**src/rtl/reg_cmd_master.sv**
```systemverilog
`default_nettype none
// ============================================================================
// Module   : reg_cmd_master
// Purpose  : Turns single register commands into register-bank accesses and
//            returns one held response per command. A stalled access is
//            aborted with an error response.
// Revision : 1.0 - initial release
// ============================================================================
module reg_cmd_master #(
    parameter int ADDR_WIDTH = 8,
    parameter int DATA_WIDTH = 16,
    parameter int TIMEOUT    = 15
) (
    input  logic                  clk,
    input  logic                  rst,
    input  logic                  cmd_valid,
    output logic                  cmd_ready,
    input  logic                  cmd_wr,
    input  logic [ADDR_WIDTH-1:0] cmd_addr,
    input  logic [DATA_WIDTH-1:0] cmd_wdata,
    output logic                  sel,
    output logic [ADDR_WIDTH-1:0] addr,
    output logic                  wr,
    output logic [DATA_WIDTH-1:0] wdata,
    input  logic [DATA_WIDTH-1:0] rdata,
    input  logic                  ready,
    output logic                  rsp_valid,
    input  logic                  rsp_ready,
    output logic                  rsp_wr,
    output logic [DATA_WIDTH-1:0] rsp_rdata,
    output logic                  rsp_err
);

    typedef enum logic [1:0] {
        S_IDLE    = 2'd0,
        S_ISSUE   = 2'd1,
        S_RD_DATA = 2'd2
    } state_t;

    // Counter value in the stall cycle that exhausts the budget.
    localparam logic [7:0] c_TO_LAST = 8'(TIMEOUT - 1);

    state_t                r_state;
    state_t                w_state_nxt;
    logic [7:0]            r_cnt;
    logic [7:0]            w_cnt_nxt;
    logic                  r_wr;
    logic [ADDR_WIDTH-1:0] r_addr;
    logic [DATA_WIDTH-1:0] r_wdata;
    logic                  r_rsp_valid;
    logic                  r_rsp_wr;
    logic [DATA_WIDTH-1:0] r_rsp_rdata;
    logic                  r_rsp_err;

    logic                  w_cmd_ready;
    logic                  w_accept;
    logic                  w_rsp_load;
    logic                  w_rsp_wr;
    logic [DATA_WIDTH-1:0] w_rsp_rdata;
    logic                  w_rsp_err;

    // A command may enter only when the response slot is empty or emptying.
    assign w_cmd_ready = (r_state == S_IDLE) && (!r_rsp_valid || rsp_ready);
    assign w_accept    = cmd_valid && w_cmd_ready;

    always_comb begin
        w_state_nxt = r_state;
        w_cnt_nxt   = r_cnt;
        w_rsp_load  = 1'b0;
        w_rsp_wr    = r_wr;
        w_rsp_rdata = '0;
        w_rsp_err   = 1'b0;
        case (r_state)
            S_IDLE: begin
                if (w_accept) begin
                    w_state_nxt = S_ISSUE;
                    w_cnt_nxt   = 8'd0;
                end
            end
            S_ISSUE: begin
                if (ready) begin
                    if (r_wr) begin
                        w_rsp_load  = 1'b1;
                        w_rsp_wr    = 1'b1;
                        w_state_nxt = S_IDLE;
                    end else begin
                        w_state_nxt = S_RD_DATA;
                    end
                end else if (r_cnt == c_TO_LAST) begin
                    w_rsp_load  = 1'b1;
                    w_rsp_err   = 1'b1;
                    w_cnt_nxt   = 8'd0;
                    w_state_nxt = S_IDLE;
                end else begin
                    w_cnt_nxt = r_cnt + 8'd1;
                end
            end
            S_RD_DATA: begin
                w_rsp_load  = 1'b1;
                w_rsp_wr    = 1'b0;
                w_rsp_rdata = rdata;
                w_state_nxt = S_IDLE;
            end
            default: begin
                w_state_nxt = S_IDLE;
            end
        endcase
    end

    always_ff @(posedge clk or posedge rst) begin
        if (rst) begin
            r_state <= S_IDLE;
            r_cnt   <= 8'd0;
        end else begin
            r_state <= w_state_nxt;
            r_cnt   <= w_cnt_nxt;
        end
    end

    // Bank-side command registers hold their value between accesses.
    always_ff @(posedge clk or posedge rst) begin
        if (rst) begin
            r_wr    <= 1'b0;
            r_addr  <= '0;
            r_wdata <= '0;
        end else if (w_accept) begin
            r_wr    <= cmd_wr;
            r_addr  <= cmd_addr;
            r_wdata <= cmd_wdata;
        end
    end

    always_ff @(posedge clk or posedge rst) begin
        if (rst) begin
            r_rsp_valid <= 1'b0;
            r_rsp_wr    <= 1'b0;
            r_rsp_rdata <= '0;
            r_rsp_err   <= 1'b0;
        end else if (w_rsp_load) begin
            r_rsp_valid <= 1'b1;
            r_rsp_wr    <= w_rsp_wr;
            r_rsp_rdata <= w_rsp_rdata;
            r_rsp_err   <= w_rsp_err;
        end else if (r_rsp_valid && rsp_ready) begin
            r_rsp_valid <= 1'b0;
        end
    end

    assign cmd_ready = w_cmd_ready;
    assign sel       = (r_state == S_ISSUE) || (r_state == S_RD_DATA);
    assign addr      = r_addr;
    assign wr        = r_wr;
    assign wdata     = r_wdata;
    assign rsp_valid = r_rsp_valid;
    assign rsp_wr    = r_rsp_wr;
    assign rsp_rdata = r_rsp_rdata;
    assign rsp_err   = r_rsp_err;

endmodule
`default_nettype wire

```
**config.mk**
```make
export PLATFORM = sky130hd
export DESIGN_NAME = reg_cmd_master
export DESIGN_NICKNAME = d
export VERILOG_FILES = /design/src/rtl/reg_cmd_master.sv
export SDC_FILE = /design/constraint.sdc
export NUM_CORES = 1
export LEC_CHECK = 0
export ABC_AREA = 1
export BUFFER_PORTS_ARGS = -buffer_cell sky130_fd_sc_hd__buf_4
export CAP_MARGIN = 40
export CORE_MARGIN = 2
export CORE_UTILIZATION = 35
export DETAILED_ROUTE_END_ITERATION = 7
export GPL_TIMING_DRIVEN = 0
export PLACE_DENSITY_LB_ADDON = 0.3
export SYNTH_ARGS = -nofsm -noshare
export SYNTH_HDL_FRONTEND = slang
export SYNTH_SLANG_ARGS = --single-unit
```
**constraint.sdc**
```tcl
create_clock -name clk -period 1.6 [get_ports clk]
set_clock_uncertainty 0.15 [all_clocks]
set_input_delay 0.32 -clock clk [delete_from_list [all_inputs] [get_ports clk]]
set_output_delay 0.32 -clock clk [all_outputs]
set_load 0.1 [all_outputs]
```
Yosys cells after proc, flatten, opt, wreduce, memory -nomap -nowiden
Index checks and enable logic that the tools add are counted.
{"block": "totals", "output_inout_bits": 46, "elab_cells": 47, "ff_bits": 54, "input_bits": 46}
{"block": "op_classes", "eq_ne": 6, "n_reduce_logical": 11, "add_sub_neg": 1, "muxes": 20}
{"operator": "two-way mux 8 bit", "n": 3}
{"operator": "two-way mux 16 bit", "n": 1}
{"operator": "case mux 8 bit (2 select lines)", "n": 1}
{"operator": "adder 8 x 1 -> 8 bit, second input constant", "n": 1}
{"operator": "equality test 8 x 4 -> 1 bit, second input constant", "n": 1}
{"operator": "two-way mux 1 bit", "n": 8}
{"operator": "two-way mux 2 bit", "n": 4}
{"operator": "!= test 2 bit, second input constant", "n": 2}
{"operator": "case mux 1 bit (2 select lines)", "n": 2}
{"operator": "case mux 2 bit (2 select lines)", "n": 1}
{"operator": "nonzero test 2 bit", "n": 2}
{"operator": "logical AND 1 bit", "n": 3}
{"operator": "!= test 3 bit, second input constant", "n": 1}
{"operator": "AND reduction 3 bit", "n": 1}
{"operator": "equality test 2 x 1 -> 1 bit, second input constant", "n": 1}
{"operator": "equality test 2 bit, second input constant", "n": 1}
{"operator": "logical NOT 2 bit", "n": 1}
{"operator": "logical OR 1 bit", "n": 2}
{"operator": "AND reduction 2 bit", "n": 1}
{"operator": "logical NOT 1 bit", "n": 1}

Depth between registers and ports, before layout
{"block": "logic_depth", "ltp_word": 6, "ltp_mapped": 10, "depth_no_buf": 9}

Worst setup path after synthesis
No wires, ideal clock.
{"block": "synth_path", "kind": "flip-flop to output port", "startpoint": "register r_rsp_valid (netlist: rsp_valid)", "endpoint": "output cmd_ready", "stages_incl_launch_ff": 2, "slack_ns": -1.950, "path_buffers": 0, "arrival_time_ns": 3.080, "required_ns": 1.130, "cell_sequence": "dfrtp_1 > a21boi_0"}
{"block": "synth_via", "elab_chain_len": 3}
{"element": "start: declaration", "line": "50", "text": "logic r_rsp_valid;"}
{"element": "start signal: assignment", "line": "135", "text": "r_rsp_valid <= 1'b0;"}
{"element": "start signal: assignment", "line": "140", "text": "r_rsp_valid <= 1'b1;"}
{"element": "start signal: assignment", "line": "145", "text": "r_rsp_valid <= 1'b0;"}
{"element": "logical NOT 1 bit", "line": "63", "text": "assign w_cmd_ready = (r_state == S_IDLE) && (!r_rsp_valid || rsp_ready);"}
{"element": "logical OR 1 bit", "line": "63"}
{"element": "logical AND 1 bit", "line": "63"}
{"element": "end: declaration", "line": "17", "text": "output logic cmd_ready,"}
Every way passes these cells.

Worst setup path in the final report
{"block": "layout_path", "startpoint": "register r_state[0]", "endpoint": "output cmd_ready"}
{"block": "layout_via", "elab_chain_len": 2}
{"element": "start: declaration", "line": "43", "text": "state_t r_state;"}
{"element": "start signal: assignment", "line": "115", "text": "r_state <= w_state_nxt;"}
{"element": "logical NOT 2 bit", "line": "63"}
{"element": "logical AND 1 bit", "line": "63"}
Every way passes these cells.

==> summary.md <==
| Metric | Value |
|---|---|
| CTS H-Tree Depth | 2 |
| Area of the multi-input gates | 1100 um^2 |
| Util after Layout | 55.1% |
| Placed cell area | 3350 um^2 |
| Dpl hpwl | 4010 um |
| Layout cells sized above 1 | 46.1% |
| Total number of vias | 2050 |
| Vias in the first global route | 1953 |
| Router iterations before antenna repair | 4 |
| Die Wd | 87.3 um |
| Synth cell types | 22 |
| Port Buffers | 91 |
| Antenna Violating Nets Remaining | 0 |
| Vias per std cell | 4.55 |
| Crit path DAT | 1.34 ns |
| Final nets | 422 |
| Synth-to-layout area growth | 53.6% |
| Synth Flop Type | dfrtp_1 |
| Initial Util | 35.9% |
| Routed length per instance | 12.4 um |
| Chip height | 87.3 um |
| Fin crit period | 1.81 ns |
| FILL cells | 605 |
| Core Region | 6760 um^2 |
| Synth Cell Area | 2430 um^2 |
| Fin area | 3730 um^2 |
| Crit Path Class | register to output pin |
| Die area | 7610 um^2 |
| Reg area | 1360 um^2 |
| N_diodes | 0 |
| Slew @ Worst Pin | 0.609 ns |
| Global-route usage over all layers | 14.9% |
| Failing checks | setup timing |
| Most frequent cells in the layout | buf_4, nand2_1, dfrtp_1 |
| Status | finished, violations left |
| Slowest Stage Delay on Critical Path | 0.41 ns |
| Synth warnings | 0 |
| Slew HR | 59.3% |
| Io pins | 92 |
| Critical path capture point type | output pin |
| Drt drc | 0 |
| Largest area contributor in the netlist | dfrtp_1 |
| Final Max Tran Viols | 0 |
| CTS Root Cell | clkbuf_8 |
| RSZ-0062 raised after global routing | yes |
| Row cnt | 30 |
| Crit Path Max Fanout | 3 |
| Fin. Hold Viols | 0 |
| Pin count of the biggest net entering global routing | 29 |
| Initial antenna violation count | 0 |
| Startpoint Class | register |
| FF-to-FF setup slack | -0.14 ns |
| Gr ovfl total | 0 |
| Commonest non-fill, non-tap cell in the layout | buf_4 |
| Async S/R FF share, synth | 100% |
| Setup Total Neg Slack | -4.50 ns |
| Worst-path cell chain | inv_2, ha_4, a21boi_4, buf_12 |
| Post-Syn Instances | 251 |
| Area fraction of the dominant cell type after synthesis | 55.7% |
| Final period util | 113% |
| Setup ws final | -0.211 ns |
| Number of synthesized flops with an enable pin | 0 |
| First-pass GRT wire length | 8980 um |
| F_max | 552 MHz |
| Syn avg cell area | 9.67 um^2 |
| Cts bufs inserted | 5 |
| DRT Wirelength | 5600 um |
| Final number of setup-violating endpoints | 43 |
| Synthesis-stage register bit count | 54 |
| HP Class | input port to register |
| CTS Sinks | 54 |
| CP required | 1.13 ns |
| Clk buf depth | 2 |
| RD Place Congestion | 0.848 |
| Worst path bufs/invs | 2 |
| Max-cap violations | 0 |
| Synth area leaders | dfrtp_1, nand2_1, mux2_2, ha_1, nand3_1 |
| First DRT Iteration DRCs | 46 |
| Clk_lat worst skew | 0.31 ns |
| TritonCTS clock tree | done |
| Syn_nets | 303 |
| Register area share after synthesis | 55.7% |
| Worst path top cell family by delay | flip-flops |
| CP max-delay cell | dfrtp_1 |
| Worst-path clk slew | 0.10 ns |
[final timing paths]
check                                       endpoint  depth (start not counted)                       from
min reg2reg                rsp_rdata[14]$_DFFE_PP0P_                          2  rsp_rdata[14]$_DFFE_PP0P_
max                                        cmd_ready                          4     r_state[0]$_DFFE_PP0P_
min in group asynchronous       wdata[5]$_DFFE_PP0P_                          3                        rst
max in group asynchronous      rsp_valid$_DFFE_PP0P_                          4                        rst
min                         rsp_rdata[3]$_DFFE_PP0P_                          3                   rdata[3]
max reg2reg                     r_cnt[6]$_DFFE_PP0P_                         10     r_state[0]$_DFFE_PP0P_
[tightest hold or removal path, delay by kind of cell]
kind	cells	cell delay, ns
AND/OR/NAND/NOR	2	0.09
buffers and inverters	1	0.07
[layer usage]
layer / up-vias / track usage [%] / share of wire, %
met4: 0 / 5.03 / 1.1
li1: 1028 / - / -
met2: 49 / 25.1 / 50
met1: 968 / 18.6 / 44
met5: - / 0 / 0
met3: 5 / 3.51 / 4.4
[area by class of cell]
cell class / instances / area share (%)
plain buffers: 6 / 2.28
clock buffers: 6 / 1.95
clock inverters: 2 / 0.369
inverters: 19 / 2.01
multi-input cells: 172 / 29.6
flip-flops and latches: 54 / 36.5
well taps: 80 / 2.69
repair buffers: 112 / 24.6
[state kept, by name (all words and copies together) (netlist names)]
name       cells
wdata         16
r_state        2
r_cnt          8
addr           8
rsp_wr         1
wr             1
rsp_rdata     16
rsp_err        1
rsp_valid      1
[logic make-up (layout without fill, tap and decap cells)]
| kind of cell | count (synthesis) | count (layout) | share of synthesized area, % |
|---|---|---|---|
| compound gates | 9 | 9 | 2.06 |
| xor+xnor | 1 | 1 | 0.361 |
| fa+ha+maj | 6 | 6 | 3.09 |
| buf+inv | 25 | 145 | 4.80 |
| flops | 54 | 54 | 55.7 |
| mux | 24 | 24 | 11.1 |
| simple gates | 132 | 132 | 22.8 |
[repair_timing]
item                       in CTS  in global routing
resized for setup              17                 15
hold buffers                    1                  0
hold endpoints to repair       26                  0
setup endpoints to repair      37                 52
cloned                          1                  1
setup buffers                  12                  5
pin swaps                       3                  1
[through the flow]
stage,hold WS [ns],instances,setup slack (ns)
floorplan,0.238,251,-0.131
global route,0.0461,451,-0.272
global placement,0.309,422,-0.147
CTS,0.0448,445,-0.216
finish,0.0532,451,-0.211
detailed placement,0.288,423,-0.185
[cells in the mapped netlist (2+ instances only)]
library cell	number
inv_1	19
nand3_1	15
nand2_1	96
o21ai_1	2
dfrtp_1	54
nand2_2	3
nor2_1	13
mux2_2	24
o21ai_0	3
buf_2	3
buf_6	2
a21oi_1	2
ha_1	6
Power is not shown: default switching activity piles up to over one toggle a cycle in this logic, so the estimate is an artifact.
